--- config.mk ---
export PLATFORM = sky130hd
export DESIGN_NAME = dpram_arb
export DESIGN_NICKNAME = d
export VERILOG_FILES = /design/src/rtl/dpram_arb.sv
export SDC_FILE = /design/constraint.sdc
export NUM_CORES = 1
export LEC_CHECK = 0
export CORE_MARGIN = 8
export CORE_UTILIZATION = 23
export DETAILED_ROUTE_END_ITERATION = 12
export GPL_TIMING_DRIVEN = 0
export HOLD_SLACK_MARGIN = 0.06
export PLACE_DENSITY = 0.83
export SLEW_MARGIN = 10
export SYNTH_ARGS = -nofsm -noshare
export SYNTH_HDL_FRONTEND = slang
export SYNTH_SLANG_ARGS = --single-unit
--- constraint.sdc ---
create_clock -name clk -period 2.2 [get_ports clk]
set_input_delay 0.22 -clock clk [delete_from_list [all_inputs] [get_ports clk]]
set_output_delay 0.22 -clock clk [all_outputs]
set_load 0.01 [all_outputs]
--- src/rtl/dpram_arb.sv ---
// Round-robin arbiter sharing one RAM port between two requesters, with bounded lock.
// Optional DPRAM_ARB_RDATA_HOLD_EN: per-requester read-data holding registers.
module dpram_arb #(
  parameter int unsigned AW       = 10,
  parameter int unsigned DW       = 32,
  parameter int unsigned MAX_LOCK = 16
) (
  input  logic          clk,
  input  logic          rst_n,
  input  logic          m0_req,
  input  logic          m0_we,
  input  logic [3:0]    m0_wem,
  input  logic [AW-1:0] m0_addr,
  input  logic [DW-1:0] m0_wdata,
  input  logic          m0_lock,
  output logic          m0_gnt,
  output logic          m0_rvalid,
  output logic [DW-1:0] m0_rdata,
  input  logic          m1_req,
  input  logic          m1_we,
  input  logic [3:0]    m1_wem,
  input  logic [AW-1:0] m1_addr,
  input  logic [DW-1:0] m1_wdata,
  input  logic          m1_lock,
  output logic          m1_gnt,
  output logic          m1_rvalid,
  output logic [DW-1:0] m1_rdata,
  output logic          ram_en,
  output logic          ram_we,
  output logic [3:0]    ram_wem,
  output logic [AW-1:0] ram_addr,
  output logic [DW-1:0] ram_din,
  input  logic [DW-1:0] ram_dout
);

  localparam int unsigned LCW = (MAX_LOCK > 1) ? $clog2(MAX_LOCK) : 1;

  typedef enum logic [1:0] {
    IDLE  = 2'd0,
    LOCK0 = 2'd1,
    LOCK1 = 2'd2
  } state_e;

  state_e         state_q;
  logic           rr_last_q;
  logic [LCW-1:0] lock_cnt_q;
  logic           m0_rvalid_q;
  logic           m1_rvalid_q;
  logic           gnt0_c;
  logic           gnt1_c;
  logic           lock_expire_c;

  // Grant: lock owner only while locked, otherwise round-robin on contention.
  always_comb begin
    gnt0_c = 1'b0;
    gnt1_c = 1'b0;
    case (state_q)
      LOCK0:   gnt0_c = m0_req;
      LOCK1:   gnt1_c = m1_req;
      default: begin
        if (m0_req && m1_req) begin
          gnt0_c = rr_last_q;
          gnt1_c = !rr_last_q;
        end else begin
          gnt0_c = m0_req;
          gnt1_c = m1_req;
        end
      end
    endcase
  end

  assign m0_gnt = gnt0_c;
  assign m1_gnt = gnt1_c;

  // RAM port mux; all-zero when nothing is granted.
  always_comb begin
    ram_en   = 1'b0;
    ram_we   = 1'b0;
    ram_wem  = 4'b0000;
    ram_addr = '0;
    ram_din  = '0;
    if (gnt0_c) begin
      ram_en   = 1'b1;
      ram_we   = m0_we;
      ram_wem  = m0_wem;
      ram_addr = m0_addr;
      ram_din  = m0_wdata;
    end else if (gnt1_c) begin
      ram_en   = 1'b1;
      ram_we   = m1_we;
      ram_wem  = m1_wem;
      ram_addr = m1_addr;
      ram_din  = m1_wdata;
    end
  end

  assign lock_expire_c = (lock_cnt_q == LCW'(MAX_LOCK - 1));

  // Arbitration state, lock bookkeeping and read-response strobes.
  always_ff @(posedge clk or negedge rst_n) begin
    if (!rst_n) begin
      state_q     <= IDLE;
      rr_last_q   <= 1'b1;
      lock_cnt_q  <= '0;
      m0_rvalid_q <= 1'b0;
      m1_rvalid_q <= 1'b0;
    end else begin
      m0_rvalid_q <= gnt0_c && !m0_we;
      m1_rvalid_q <= gnt1_c && !m1_we;
      if (gnt0_c) begin
        rr_last_q <= 1'b0;
      end else if (gnt1_c) begin
        rr_last_q <= 1'b1;
      end
      case (state_q)
        IDLE: begin
          lock_cnt_q <= '0;
          if (gnt0_c && m0_lock) begin
            state_q <= LOCK0;
          end else if (gnt1_c && m1_lock) begin
            state_q <= LOCK1;
          end
        end
        LOCK0: begin
          lock_cnt_q <= lock_cnt_q + LCW'(1);
          if (lock_expire_c) begin
            state_q   <= IDLE;
            rr_last_q <= 1'b0;
          end else if (gnt0_c && !m0_lock) begin
            state_q <= IDLE;
          end
        end
        LOCK1: begin
          lock_cnt_q <= lock_cnt_q + LCW'(1);
          if (lock_expire_c) begin
            state_q   <= IDLE;
            rr_last_q <= 1'b1;
          end else if (gnt1_c && !m1_lock) begin
            state_q <= IDLE;
          end
        end
        default: state_q <= IDLE;
      endcase
    end
  end

  assign m0_rvalid = m0_rvalid_q;
  assign m1_rvalid = m1_rvalid_q;

`ifdef DPRAM_ARB_RDATA_HOLD_EN
  logic [DW-1:0] m0_hold_q;
  logic [DW-1:0] m1_hold_q;

  // Capture each requester's response so it survives the other's reads.
  always_ff @(posedge clk or negedge rst_n) begin
    if (!rst_n) begin
      m0_hold_q <= '0;
      m1_hold_q <= '0;
    end else begin
      if (m0_rvalid_q) m0_hold_q <= ram_dout;
      if (m1_rvalid_q) m1_hold_q <= ram_dout;
    end
  end

  assign m0_rdata = m0_rvalid_q ? ram_dout : m0_hold_q;
  assign m1_rdata = m1_rvalid_q ? ram_dout : m1_hold_q;
`else
  assign m0_rdata = ram_dout;
  assign m1_rdata = ram_dout;
`endif

endmodule

# == Yosys cells after proc, flatten, opt, wreduce, memory -nomap -nowiden ==
# Index checks and enable logic that the tools add are counted.
# op_classes
add_sub_neg,1
n_mul,0
n_div,0
magnitude_cmp,0
eq_ne,6
n_shift,0
muxes,27
bitwise_logic,0
n_reduce_logical,16
# ops
operator,count
$mux W32,2
$mux W10,2
$mux W2,6
$mux W1,10
$ne A3 B3 Y1 const B,3
$mux W4,2
$pmux W4 S2,1
$logic_and A1 B1 Y1,7
$pmux W1 S2,3
$pmux W2 S3,1
$logic_not A1 Y1,5
$add A4 B1 Y4 const B,1
$eq A4 B4 Y1 const B,1
$reduce_and A3 Y1,1
$eq A2 B1 Y1 const B,1
$eq A2 B2 Y1 const B,1
$logic_not A2 Y1,1
$reduce_bool A2 Y1,1
$reduce_or A2 Y1,1
# totals
reg_bits,9
latch_bits,0
ramBits,0
mem_bits_ro,0
inputBits,132
output_inout_bits,116
wordCells,55
memories,0

# == Depth between registers and ports, before layout ==
# depth
word_depth,7
mapped_depth,9
ltp_nobuf,8

# == Worst setup path before layout ==
# No wires, ideal clock.
# synth_path
kind,register to output
startpoint,register state_q[0]
endpoint,output ram_addr[0]
arrival_time_ns,1.818
t_required_ns,1.980
setup_slack_ns,0.162
path_stages_with_launch,10
n_path_buf,3
cell_sequence,dfrtp_1 > inv_1 > ha_1 > buf_4 > nor2b_4 > nor3_4 > nor2_1 > buf_4 > buf_6 > a22o_1
# synth_between
elab_chain_cells,4
word_cells_on_any_way,6
classes_between,2 x eq/ne; 4 x mux
# synth_lines
element,line_no,text
start: declaration,44,state_e state_q;
start signal: assignment,102,state_q <= IDLE;
start signal: assignment,119,state_q <= LOCK0;
start signal: assignment,121,state_q <= LOCK1;
$eq A2 B2 Y1 / $eq A2 B1 Y1 (equally long branches),57,case (state_q)
$pmux W1 S2,57,
$mux W10,88,end else if (gnt1_c) begin
$mux W10 *,82,if (gnt0_c) begin
end: declaration,31,"output logic [AW-1:0] ram_addr,"
# Mark *: on every way between the ends. The rest lies on a longest branch, timed or not.

# == Worst setup path in the final report ==
# layout_path
startpoint,register state_q[0]
endpoint,output ram_din[3]
# layout_between
elab_chain_cells,4
word_cells_on_any_way,6
classes_between,2 x eq/ne; 4 x mux
# layout_lines
element,line_no,text
$eq A2 B2 Y1 / $eq A2 B1 Y1 (equally long branches),57,
$pmux W1 S2,57,
$mux W32,88,
$mux W32 *,82,
end: declaration,32,"output logic [DW-1:0] ram_din,"
# Marked as above.

==> run_results.csv <==
group,metric,value,unit
layout,synthToLayoutAreaGrowth,154,%
outcome,violations,"negative setup slack",
power_and_ir_drop,finalPower,3230,uW
hold_path,hold_path.class,"primary input to asynchronous set/reset pin",
clocking,cts_root_buf,"clkbuf_8",
critical_path,cp_max_fo,6,
logic_synthesis,yosysUniqueCellTypes,31,
placement,place.gp.congestion,0.832,
global_routing,grt_antenna_before_repair,0,
logic_synthesis,synthCells,185,
sta,rsz0062_at_grt,"true",
drt,antenna_left,0,
logic_synthesis,synth_sequential_area_ratio,14.6,%
critical_path,arrival,2090,ps
critical_path,crit_type,"register to primary output",
critical_path,endpoint_kind,"primary output",
placement,io_buffers,215,
sta,post-route-period-util,105,%
global_routing,met2_usage,39.2,%
global_routing,met1_usage,18.4,%
clocking,cts_made_buffers,3,
drt,dr.first_iter.drc_count,26,
sta,drv_slew,0,
sta,setup_viol,37,
clocking,clock_latency,230,ps
critical_path,cp_data_required_time,1980,ps
sta,finalHoldViolCount,0,
critical_path,critPathMaxStageDelay,390,ps
logic_synthesis,syn-cell-area,0.00155,mm2
layout,mostFrequentLayoutCell,"clkdlybuf4s50_1",
layout,n_fill_cell,561,
global_routing,grt_max_degree,11,
layout,diodes,0,
clocking,clk_pin_slew_worst_paths,50,ps
placement,placed_cells,480,
layout,fin_cells,497,
clocking,cts_tree,"done",
sta,hold_slack,282,ps
global_routing,grt_pass1_wl,14.8,mm
critical_path,worstPathCellList,"inv_2, ha_4, buf_6, nor2b_4, nor3_4, nor2_4, buf_8, clkbuf_16, a22o_1, buf_2",
drt,drtPass1Iterations,4,
sta,setup_slack,-108,ps
power_and_ir_drop,irDropWorstVdd,0.410,mV
outcome,status,"complete, but fails checks",
power_and_ir_drop,cellLeakagePower,0.00186,uW
logic_synthesis,synth-seq-cells,9,
clocking,cts_sinks,9,
die,die_y,98.1,um
drt,totalWireLength,10.3,mm
clocking,holdBufCountCts,0,
sta,max-slew-margin-rel,72.7,%
global_routing,gr-total-overflow,0,
critical_path,slowest_stage,"dfrtp_1",
drt,vias_per_cell,4.46,
sta,clock_skew,0.883,ps
layout,drive_above_1_share,36.7,%
die,die_x,98.1,um
power_and_ir_drop,power-per-cell-area,818,mW/mm2
sta,worst_pin_slew,408,ps
critical_path,start_kind,"register",
logic_synthesis,syn-mean-instance-area,8.39,um2
die,start_util,23.4,%
global_routing,use_met3,9.32,%
global_routing,gr-max-usage-layer,"met2",
placement,hpwl,8.88,mm
die,fp-row-count,30,
die,core_area,0.00664,mm2
drt,wl_per_cell,20.7,um
logic_synthesis,synth_nets,322,
drt,vias,2219,
die,fp.dieArea,0.00963,mm2
flow_run,maxCapViolations,0,
clocking,htreeDepth,1,
global_routing,grt_pass1_vias,2416,
layout,mostFrequentLayoutCells,"clkdlybuf4s50_1, buf_4, a22o_1",
global_routing,track_usage,19.7,%
sta,fin_crit,2310,ps
die,io_pins,248,
logic_synthesis,yosys_warnings,0,
sta,fmax,433,MHz
layout,layout.nets,555,
drt,drc,0,
clocking,cts_buffer_depth,2,
[cell usage after synthesis, drive strengths merged]
cell	count	area (um2)
buf	72	544
a22o	50	438
dfrtp	8	200
nand2	7	26.3
a21oi	5	25.0
ha	5	62.6
nor2	5	18.8
clkbuf	4	15.0
inv	4	15.0
nand2b	4	25.0
nand3	3	15.0
o21ai	3	15.0
nor2b	2	20.0
nor3	2	21.3
a21o	1	7.51
a31oi	1	6.26
and3	1	6.26
dfstp	1	26.3
mux2i	1	10.0
nand3b	1	7.51
nand4b	1	8.76
nor3b	1	12.5
nor4	1	6.26
nor4bb	1	10.0
o2bb2ai	1	8.76
[state kept, by name, indices dropped and copies added, names as in the netlist]
name,flops
m1_rvalid,1
state_q,2
rr_last_q,1
m0_rvalid,1
lock_cnt_q,4
[power by group]
group | switching, uW | total [uW] | internal [uW]
sequential | 47.8 | 270 | 222
combinational | 1210 | 2760 | 1550
clock | 74.2 | 198 | 124
[logic make-up (layout without fill, tap and decap cells)]
| family | Yosys count | count (layout) | synth area share, % |
|---|---|---|---|
| adders and majority gates | 5 | 5 | 4.03 |
| AOI/OAI and AO/OA | 61 | 61 | 32.3 |
| and+or+nand+nor | 29 | 29 | 11.5 |
| DFF | 9 | 9 | 14.6 |
| muxes | 1 | 1 | 0.645 |
| buffers and inverters | 80 | 312 | 37.0 |
[critical path, delay by kind of cell (launching register included)]
kind,cells,cell delay [ps]
AOI/OAI and AO/OA,1,180
and+or+nand+nor,3,430
buffers and inverters,5,650
DFF,1,390
adders and majority gates,1,210
[stage by stage]
step | worst slack, ps | area, um2 | utilization [%] | TNS (ps)
after floorplan | 162 | 1550 | - | 0
after global placement | -634 | 3800 | 57.3 | -27360
after detailed placement | -681 | 3800 | 57.3 | -29010
after CTS | -138 | 3880 | 58.4 | -4290
after global routing | -186 | 3950 | 59.4 | -6630
final | -108 | 3950 | 59.4 | -3090
[worst paths after layout]
kind / cells past startpoint / slack, ps / startpoint / to
setup / recovery: 10 / -110 / state_q[0] / ram_din[3]
max in group asynchronous: 1 / 1600 / rst_n / rr_last_q
min in group clk: 2 / 560 / m1_we / m1_rvalid
hold reg to reg: 2 / 560 / lock_cnt_q[0] / lock_cnt_q[0]
hold / removal: 1 / 280 / rst_n / lock_cnt_q[0]
setup reg to reg: 9 / 100 / state_q[0] / state_q[0]
[layout make-up]
class                      count  area [um2]  area share (%)
clock inverter                 1        5.00           0.127
multi-input combinational     96         800            20.3
clock buffer                   3        41.3            1.05
tap                           80         100            2.54
buffer                        75         621            15.7
timing repair buffer         229        2140            54.2
sequential                     9         226            5.74
inverter                       4        15.0           0.380
[routing by layer]
layer	routed length, um	vias up
met4	28	0
li1	-	1073
met2	5580	131
met3	1230	2
met5	0	-
met1	3450	1013
[what timing repair did]
item,4_1_cts,5_1_grt
endpoints found under the setup margin,50,51
resized for setup,231,13
hold endpoints to repair,0,0
gates cloned,2,1
setup buffers,10,1
pin swaps,7,3
No activity file was read; power rests on OpenSTA's default activity.
